## src/rtl/mem_arbiter.sv

```systemverilog
// Arbitrates the ICache/DCache requests onto one memory port and routes completion tags back to their owner.
// Optional build macro: MEM_ARB_STATS_EN enables the grant/conflict statistics counters.
module mem_arbiter #(
  parameter int STARVE_LIMIT = 4,
  parameter int NUM_TAGS     = 16,
  parameter int CNT_W        = 32,
  parameter int XLEN         = 32
) (
  input  logic             clock,
  input  logic             reset,
  input  logic [1:0]       Ictrl2mem_command,
  input  logic [XLEN-1:0]  Ictrl2mem_addr,
  input  logic [1:0]       Dctrl2mem_command,
  input  logic [XLEN-1:0]  Dctrl2mem_addr,
  input  logic [63:0]      Dctrl2mem_data,
  input  logic             rob_near_empty,
  input  logic [3:0]       mem2proc_response,
  input  logic [3:0]       mem2proc_tag,
  output logic [1:0]       proc2mem_command,
  output logic [XLEN-1:0]  proc2mem_addr,
  output logic [63:0]      proc2mem_data,
  output logic [3:0]       Imem2Ictrl_response,
  output logic [3:0]       Imem2Ictrl_tag,
  output logic [3:0]       Dmem2Dctrl_response,
  output logic [3:0]       Dmem2Dctrl_tag,
  output logic             reject_I_req,
  output logic             reject_D_req,
  output logic             tag_error,
  output logic [CNT_W-1:0] i_grant_cnt,
  output logic [CNT_W-1:0] d_grant_cnt,
  output logic [CNT_W-1:0] conflict_cnt
);

  localparam logic [1:0] BUS_NONE  = 2'd0;
  localparam logic [1:0] BUS_LOAD  = 2'd1;
  localparam logic [1:0] BUS_STORE = 2'd2;
  localparam int         RW        = $clog2(STARVE_LIMIT + 1);
  localparam logic [RW-1:0] LIMIT  = RW'(STARVE_LIMIT);

  logic          i_req, d_req, grant_i, grant_d, starve_i, starve_d;
  logic [RW-1:0] i_rej_q, i_rej_d, d_rej_q, d_rej_d;
  logic [NUM_TAGS-1:0] valid_q, valid_d, owner_q, owner_d; // owner bit: 1 = DCache
  logic          tag_hit, alloc, tag_error_q, tag_error_d;

  assign i_req    = (Ictrl2mem_command != BUS_NONE);
  assign d_req    = (Dctrl2mem_command != BUS_NONE);
  assign starve_i = (i_rej_q >= LIMIT);
  assign starve_d = (d_rej_q >= LIMIT);
  assign grant_d  = d_req && (!i_req || starve_d || (!starve_i && !rob_near_empty));
  assign grant_i  = i_req && !grant_d;

  always_comb begin
    proc2mem_command = BUS_NONE;
    proc2mem_addr    = '0;
    proc2mem_data    = '0;
    if (grant_i) begin
      proc2mem_command = Ictrl2mem_command;
      proc2mem_addr    = Ictrl2mem_addr;
    end else if (grant_d) begin
      proc2mem_command = Dctrl2mem_command;
      proc2mem_addr    = Dctrl2mem_addr;
      if (Dctrl2mem_command == BUS_STORE) proc2mem_data = Dctrl2mem_data;
    end
  end

  assign Imem2Ictrl_response = grant_i ? mem2proc_response : 4'd0;
  assign Dmem2Dctrl_response = grant_d ? mem2proc_response : 4'd0;
  assign reject_I_req        = i_req && !grant_i;
  assign reject_D_req        = d_req && !grant_d;

  assign tag_hit        = (mem2proc_tag != 4'd0) && valid_q[mem2proc_tag];
  assign Imem2Ictrl_tag = (tag_hit && !owner_q[mem2proc_tag]) ? mem2proc_tag : 4'd0;
  assign Dmem2Dctrl_tag = (tag_hit &&  owner_q[mem2proc_tag]) ? mem2proc_tag : 4'd0;
  assign alloc          = (proc2mem_command == BUS_LOAD) && (mem2proc_response != 4'd0);
  assign tag_error_d    = tag_error_q || ((mem2proc_tag != 4'd0) && !valid_q[mem2proc_tag]);
  assign tag_error      = tag_error_q;

  // Reject counters: loser saturates upward, winner clears, idle side holds.
  always_comb begin
    i_rej_d = i_rej_q;
    d_rej_d = d_rej_q;
    if (i_req) i_rej_d = grant_i ? '0 : (starve_i ? LIMIT : i_rej_q + 1'b1);
    if (d_req) d_rej_d = grant_d ? '0 : (starve_d ? LIMIT : d_rej_q + 1'b1);
  end

  // Allocation is applied after the clear so a same-tag reallocation survives.
  always_comb begin
    valid_d = valid_q;
    owner_d = owner_q;
    if (tag_hit) valid_d[mem2proc_tag] = 1'b0;
    if (alloc) begin
      valid_d[mem2proc_response] = 1'b1;
      owner_d[mem2proc_response] = grant_d;
    end
  end

  always_ff @(posedge clock) begin
    if (reset) begin
      i_rej_q     <= '0;
      d_rej_q     <= '0;
      valid_q     <= '0;
      owner_q     <= '0;
      tag_error_q <= 1'b0;
    end else begin
      i_rej_q     <= i_rej_d;
      d_rej_q     <= d_rej_d;
      valid_q     <= valid_d;
      owner_q     <= owner_d;
      tag_error_q <= tag_error_d;
    end
  end

`ifdef MEM_ARB_STATS_EN
  logic [CNT_W-1:0] i_grant_q, d_grant_q, conflict_q;

  always_ff @(posedge clock) begin
    if (reset) begin
      i_grant_q  <= '0;
      d_grant_q  <= '0;
      conflict_q <= '0;
    end else begin
      if (grant_i)         i_grant_q  <= i_grant_q + 1'b1;
      if (grant_d)         d_grant_q  <= d_grant_q + 1'b1;
      if (i_req && d_req)  conflict_q <= conflict_q + 1'b1;
    end
  end

  assign i_grant_cnt  = i_grant_q;
  assign d_grant_cnt  = d_grant_q;
  assign conflict_cnt = conflict_q;
`else
  assign i_grant_cnt  = '0;
  assign d_grant_cnt  = '0;
  assign conflict_cnt = '0;
`endif

endmodule

```

## config.mk

```make
export PLATFORM = sky130hd
export DESIGN_NAME = mem_arbiter
export DESIGN_NICKNAME = d
export VERILOG_FILES = /design/src/rtl/mem_arbiter.sv
export SDC_FILE = /design/constraint.sdc
export NUM_CORES = 1
export LEC_CHECK = 0
export ABC_AREA = 1
export CAP_MARGIN = 30
export CORE_AREA = 4 4 136 138
export DETAILED_ROUTE_END_ITERATION = 10
export DIE_AREA = 0 0 140 142
export HOLD_SLACK_MARGIN = 0.15
export PLACE_DENSITY = 0.59
export SLEW_MARGIN = 20
export SYNTH_ARGS = -nofsm -noshare
export SYNTH_HDL_FRONTEND = slang
export SYNTH_SLANG_ARGS = --single-unit
export TNS_END_PERCENT = 30
```

## constraint.sdc

```tcl
create_clock -name clock -period 2.15 [get_ports clock]
set_input_delay 0.43 -clock clock [delete_from_list [all_inputs] [get_ports clock]]
set_output_delay 0.43 -clock clock [all_outputs]
set_load 0.01 [all_outputs]
```

* Word level (Yosys, flattened, before mapping)
Index checks and enable logic that the tools add are counted. W data, S select, Z words.
Operators by class: add/sub/neg operators 2, magnitude comparators 6, eq/ne operators 2, muxes and demuxes 26, bitwise logic cells 3, reduce and logical (&&, ||, !) cells 26
Operators with widths (number):
- $mux W64 | 3
- $mux W32 | 2
- $mux W16 | 2
- $and A16 B16 Y16 | 1
- $bwmux W16 | 1
- $mux W4 | 4
- $not A16 Y16 | 1
- $or A16 B16 Y16 | 1
- $logic_and A1 B1 Y1 | 12
- $mux W3 | 4
- $lt A4 B5 Y1 const B | 2
- $bmux W1 S4 | 2
- $demux W1 S4 | 2
- $ge A4 B1 Y1 const B | 2
- $reduce_bool A4 Y1 | 2
- $logic_not A1 Y1 | 7
- $add A3 B1 Y3 const B | 2
- $ge A3 B3 Y1 const B | 2
- $mux W1 | 4
- $mux W2 | 2
- $reduce_bool A2 Y1 | 2
- $logic_or A1 B1 Y1 | 3
- $eq A2 B1 Y1 const B | 1
- $eq A2 B2 Y1 const B | 1
Storage, ports and cells: register bits 39, input port bits 143, output and inout bits 213, logic and storage cells 70

* Longest topological paths before layout
Gate-level depths: netlist (run 1).
word-level depth 11, depth in mapped cells 12, depth with buffers taken out 11

* Worst setup path after synthesis (run 1)
No wires, ideal clock.
path kind input -> output, start input port mem2proc_tag[0], end output port Dmem2Dctrl_tag[0], arrival time 1.419 ns, data required time 1.720 ns, path slack 0.301 ns, stages 10, buffers on the path 1, path through buf_4 > nor2_1 > nand2_1 > nand4_1 > nand2_1 > nand2_1 > inv_1 > nand2_1 > nand3_2 > nor2_1
On the way: cells in the longest elaborated chain, start to end 5, elaborated cells on any way between the ends 8, those cells by class mux: 5; reduce/logical: 3
Ends and longest elaborated chain:
- from (decl) | RTL line 18 | input logic [3:0] mem2proc_tag,
- $bmux W1 S4 | RTL line 71 | assign tag_hit = (mem2proc_tag != 4'd0) && valid_q[mem2proc_tag];
- $mux W1 (not written as such) | RTL line 71
- $logic_and A1 B1 Y1 | RTL line 71
- $logic_and A1 B1 Y1 | RTL line 73 | assign Dmem2Dctrl_tag = (tag_hit && owner_q[mem2proc_tag]) ? mem2proc_tag : 4'd0;
- $mux W4 * | RTL line 73
- to (decl) | RTL line 25 | output logic [3:0] Dmem2Dctrl_tag,
Mark *: on every way between the ends. The rest lies on a longest branch, timed or not. The select of a mux whose other input is x is not followed.

* Worst setup path in the final report (run 1)
start register i_rej_q[2], end output port proc2mem_data[50]
On the way: cells in the longest elaborated chain, start to end 8, elaborated cells on any way between the ends 9, those cells by class order compare: 1; mux: 2; reduce/logical: 6
Ends and longest elaborated chain:
- from (decl) | RTL line 41 | logic [RW-1:0] i_rej_q, i_rej_d, d_rej_q, d_rej_d;
- from (signal assigned) | RTL line 105 | i_rej_q <= i_rej_d;
- $ge A3 B3 Y1 * | RTL line 47 | assign starve_i = (i_rej_q >= LIMIT);
- $logic_not A1 Y1 * | RTL line 49 | assign grant_d = d_req && (!i_req || starve_d || (!starve_i && !rob_near_empty));
- $logic_and A1 B1 Y1 * | RTL line 49
- $logic_or A1 B1 Y1 * | RTL line 49
- $logic_and A1 B1 Y1 * | RTL line 49
- $logic_not A1 Y1 | RTL line 50 | assign grant_i = i_req && !grant_d;
- $logic_and A1 B1 Y1 | RTL line 50
- $mux W64 * | RTL line 56 | if (grant_i) begin
- to (decl) | RTL line 21 | output logic [63:0] proc2mem_data,
Mark *: on every way between the ends. The rest lies on a longest branch, timed or not.

==> metrics.cfg, run 1 <==
[clock_network]
max-clock-path-buffers=2
cts.sinks=39
clk_pin_slew_ps=60
cts-hold-fix-buffers=0
cts_buffers=5
root_buffer=clkbuf_16
cts_tree=built
clock_latency_ps=280
ctsHtreeMaxLevel=2

[floorplanning]
die_w_um=140
io_pins=356
start_util_pct=22.14
die_h_um=142
coreArea_um2=17180
die_area_um2=19880
num_rows=48

[timing]
setup_viol=0
period_share_pct=97.94
maxSlewViolCount=0
finalWorstSetupSlack_ps=44.25
fin_skew_ps=2.734
slew_headroom_pct=65.71
finalHoldViolations=0
layout_min_cycle_time_ps=2106
hold_slack_ps=437.4
timing.fmax_mhz=474.9
rsz0062_at_grt=yes
tightest_slew_ps=513.8

[worst_setup_path]
worstReg2RegEnd=valid_q[11]
required_ps=1720
reg2reg_depth=11
worst_r2r_startpoint=i_rej_q[2]
crit_path_end_kind=output port
cp.arrival_ps=1680
reg2reg_slack_ps=450
path_max_fanout=21
critPathLaunchType=flop
path_class=flop to output port

[drt]
wire_per_inst_um=16.47
drtPass1Iterations=5
viasPerCell=4.245
ant_nets=0
vias=4648
first_iter_violations=224
drc=0
drt-total-wl_mm=18.04

[yosys]
netlist_area_um2=3802
synth_edf_count=0
synth_top_area_share_pct=20.53
ys_warn_count=0
yosysMostFrequentCell=buf_4
synthDistinctLibCells=26
yosysTopAreaCell=dfxtp_1
netlist_instances=567
ys_ff_latch=39
yosys-top-cells-count=buf_4 (104), nand2_1 (99), nor3b_1 (64)
synthArstFlopShare_pct=0
avgSynthCellArea_um2=6.706
ys.flop_type=dfxtp_1
yosysSeqAreaShare_pct=20.53
ys_top_cells_by_area=dfxtp_1 (21%), buf_4 (21%), nor3b_1 (13%), nand2_1 (9.8%), a22o_1 (7.4%)

[global_routing]
antenna_found_initial=0
grt_usage_pct=16.99
grt_overflow=0
first_global_vias=4661
grt_pass1_wl_mm=26.43
grt_max_degree=65

[layout]
final_area_um2=6648
syn2layout_area_growth_pct=74.83
antenna_cells=0
drive_above_1_share_pct=25.86
final_util_pct=38.70
num-nets-final=1018

[placement]
dp_hpwl_mm=14.80
place_congestion=0.8434
port_buffers=259
postPlaceCellArea_um2=6654
place_ws_ps=-835.1

[power_and_ir_drop]
powerDensity_nw_per_um2=388.5
cellLeakagePower_nw=3.115
ir_drop_uv=285.4
fin_total_pwr_mw=2.583

[hold_path]
worstHoldStart=valid_q[0]
min_path_type=flop to flop
whs_path_depth=2
hold_path_end=valid_q[0]

[job]
maxCapViolCount=0

[run_status]
outcome=complete, no violations

## state kept, by name (all words and copies together), names as in the netlist
register,flops
valid_q,16
owner_q,16
i_rej_q,3
d_rej_q,3
tag_error,1
## worst max-delay path, stage by stage, from the launching register on
cell and delay [ps]:
dfxtp_2 320, inv_2 50, nand2_2 60, nand3_4 70
nand2_4 70, buf_12 170, buf_4 180, nor3b_1 210
clkdlybuf4s15_2 260
## through the flow
step / TNS [ps] / instances
2_1_floorplan: 0 / 662
3_3_place_gp: -82620 / 1076
3_5_place_dp: -80820 / 1076
4_1_cts: -10.24 / 1096
5_1_grt: -637.9 / 1095
6_report: 0 / 1095
## metal layers
layer | up-vias | wire length, µm | GRT usage (%)
met1 | 2113 | 7259 | 20.53
li1 | 2290 | - | -
met3 | 16 | 1269 | 3.461
met4 | 0 | 301 | 3.723
met2 | 229 | 9206 | 31.17
met5 | - | 0 | 0
## cell usage in the layout (no fill, tap or decap), drive strengths merged, types with 19 or more instances in the layout
| master | instances |
|---|---|
| dfxtp | 39 |
| nor2 | 64 |
| conb | 96 |
| nand2 | 105 |
| clkbuf | 48 |
| a22o | 32 |
| buf | 122 |
| clkdlybuf4s50 | 134 |
| o21ai | 19 |
| nor3b | 64 |
| a21oi | 40 |
| inv | 42 |
## how the worst max path moves through the flow
| stage | end | from | cells past startpoint | slack (ps) |
|---|---|---|---|---|
| after floorplan | Dmem2Dctrl_tag[0] | mem2proc_tag[0] | 10 | 300 |
| after global placement | Dmem2Dctrl_tag[1] | mem2proc_tag[0] | 12 | -820 |
| after detailed placement | Dmem2Dctrl_tag[1] | mem2proc_tag[0] | 12 | -840 |
| after CTS | Dmem2Dctrl_tag[1] | mem2proc_tag[0] | 14 | -7 |
| after global routing | proc2mem_data[48] | Dctrl2mem_command[0] | 7 | -70 |
| final | proc2mem_data[50] | i_rej_q[2] | 8 | 40 |
## cells by family after synthesis
| group | Yosys count | share of synthesized area, % |
|---|---|---|
| fa+ha+maj | 4 | 1.316 |
| other cells | 1 | 0.09862 |
| flops | 39 | 20.53 |
| buf+inv | 168 | 27.21 |
| simple gates | 263 | 35.51 |
| compound gates | 92 | 15.33 |
## final cells by class
class | instances | area [µm²]
Sequential cell | 39 | 782.0
Fill cell | 1899 | 10530
Multi-Input combinational cell | 456 | 2481
Clock buffer | 6 | 128.9
Inverter | 42 | 165.2
Tap cell | 225 | 281.5
Timing Repair Buffer | 327 | 2809
## what timing repair did
item	4_1_cts	5_1_grt
gates cloned	6	0
pin swaps	10	18
gates resized for setup	329	154
setup buffers	8	0
setup endpoints to repair	116	101
## power by group
part / switching (mW) / leakage [nW] / internal, mW
Clock: 0.268 / 0.0628 / 0.417
Sequential: 0.00826 / 0.316 / 0.737
Combinational: 0.567 / 2.74 / 0.585
Total: 0.844 / 3.11 / 1.74
Note: power is estimated with default switching activity, not from simulation.
==> run 2: changes to the inputs <==
--- a/config.mk
+++ b/config.mk
@@ -8,3 +8,3 @@
 export ABC_AREA = 1
-export CAP_MARGIN = 30
+export CAP_MARGIN = 20
 export CORE_AREA = 4 4 136 138
--- a/constraint.sdc
+++ b/constraint.sdc
@@ -3,2 +3,2 @@
 set_output_delay 0.43 -clock clock [all_outputs]
-set_load 0.01 [all_outputs]
+set_load 0.1 [all_outputs]
==> metrics.cfg, run 2 (same netlist as run 1, synthesis figures left out) <==
[worst_setup_path]
crit_family=buffers and inverters
reg2reg_slack_ps=350
path_cells=inv_2 > nand2_4 > nand3_4 > nand2_4 > buf_4 > buf_12 > clkbuf_16 > nor3b_4 > buf_12
cp.arrival_ps=1760
path_class=flop to output port
critPathBufInv=5
slowest_delay_ps=320
cpMaxStageDelayCell=dfxtp_2
crit_path_end_kind=output port
required_ps=1720
path_max_fanout=8
critPathLaunchType=flop

[power_and_ir_drop]
seq_power_share_pct=15.9
cellLeakagePower_nw=3.912
ir_drop_uv=349.7
fin_total_pwr_mw=4.690
powerDensity_nw_per_um2=504.1
clockPowerShare_pct=14.9
switchingPower_mw=2.466
internal_power_mw=2.223
swShare_pct=52.59
pwr-share-comb_pct=69.2

[global_routing]
first_global_vias=4959
grt_pass1_wl_mm=28.62
grt_overflow=0
grt_max_degree=35
grt_usage_pct=18.41
antenna_found_initial=1

[placement]
place_ws_ps=-498.7
placedCellCount=1069
postPlaceCellArea_um2=8248
port_buffers=259
place_congestion=0.8785
dp_hpwl_mm=15.76

[layout]
num-nets-final=1017
final_util_pct=54.16
final_area_um2=9303
syn2layout_area_growth_pct=144.7
drive_above_1_share_pct=39.27
final_common_cell=clkdlybuf4s50_1
most-common-layout-cells=clkdlybuf4s50_1 (133), buf_12 (127), conb_1 (96)
reg_top3=owner_q (16), valid_q (16)
final_cells=1097

[drt]
drtPass1Iterations=4
ant_nets=0
wire_per_inst_um=17.67
drc=0
first_iter_violations=173
viasPerCell=4.381
drt-total-wl_mm=19.39
vias=4806

[timing]
hold_slack_ps=433.5
finalWorstSetupSlack_ps=-35.96
maxSlewViolCount=0
setup_viol=45
period_share_pct=101.7
finalHoldViolations=0
fin_skew_ps=2.984
timing.fmax_mhz=457.5
layout_min_cycle_time_ps=2186
rsz0062_at_grt=yes
tns_ps=-630.8

[floorplanning]
die_area_um2=19880
die_h_um=142
start_util_pct=22.14
coreArea_um2=17180
die_w_um=140
num_rows=48
io_pins=356

[clock_network]
cts_tree=built
clk_pin_slew_ps=50
cts_buffers=5
max-clock-path-buffers=2
ctsHtreeMaxLevel=2
cts.sinks=39
cts-hold-fix-buffers=0
clock_latency_ps=280
root_buffer=clkbuf_16

[job]
maxCapViolCount=0

[run_status]
outcome=finished with violations
violations=negative setup slack

[hold_path]
min_path_type=flop to flop

==> run 2: worst register-to-register path, stage by stage, from the launching register on <==
cell and delay [ps]:
dfxtp_2 330, inv_2 50, nand2_4 50, nand3_4 70, nand2_4 80, buf_4 130, buf_12 150, buf_4 150
nand2_1 70, nand2_2 130, buf_4 230, nand4_1 130, nand2_1 80, nor2_1 40
==> run 2: power by group through the flow <==
stage | logic, mW | registers (mW) | clock network, mW
after floorplan | 2.12 | 0.767 | 0
after global placement | 2.96 | 0.762 | 0
after detailed placement | 2.97 | 0.762 | 0
after CTS | 3.17 | 0.746 | 0.716
after global routing | 3.34 | 0.747 | 0.754
final | 3.25 | 0.746 | 0.698
==> run 2: path summary, 6_finish.rpt <==
check | from | end | cells after the start
worst min register to register | valid_q[0] | valid_q[0] | 2
worst min-delay path | valid_q[0] | valid_q[0] | 2
worst max register to register | i_rej_q[2] | owner_q[2] | 13
worst max-delay path | i_rej_q[2] | proc2mem_data[22] | 9
==> run 2: timing repair <==
item	CTS	global route
setup endpoints to repair	116	113
cloned	5	2
pin swaps	29	31
setup buffers	16	1
resized for setup	128	49
==> run 2: final cells by class <==
type                            count  area (µm²)
Multi-Input combinational cell    456        3337
Inverter                           42       195.2
Sequential cell                    39       783.3
Fill cell                        1527        7874
Clock buffer                        7       132.6
Antenna cell                        1       2.502
Clock inverter                      1       5.005
Tap cell                          225       281.5
Timing Repair Buffer              326        4566
==> run 2: per-layer routing <==
metal / GRT usage (%) / vias to the layer above / share of wire, %
met4: 4.844 / 0 / 1.2
met1: 20.24 / 2250 / 36
met2: 35.43 / 235 / 55
li1: - / 2304 / -
met5: 0 / - / 0
met3: 4.335 / 17 / 7.6
==> run 3: changes to the inputs <==
- CAP_MARGIN: 20 -> 30
==> results of run 3 <==
Same layout as run 2: the final DEF is identical, and so are final timing and power.
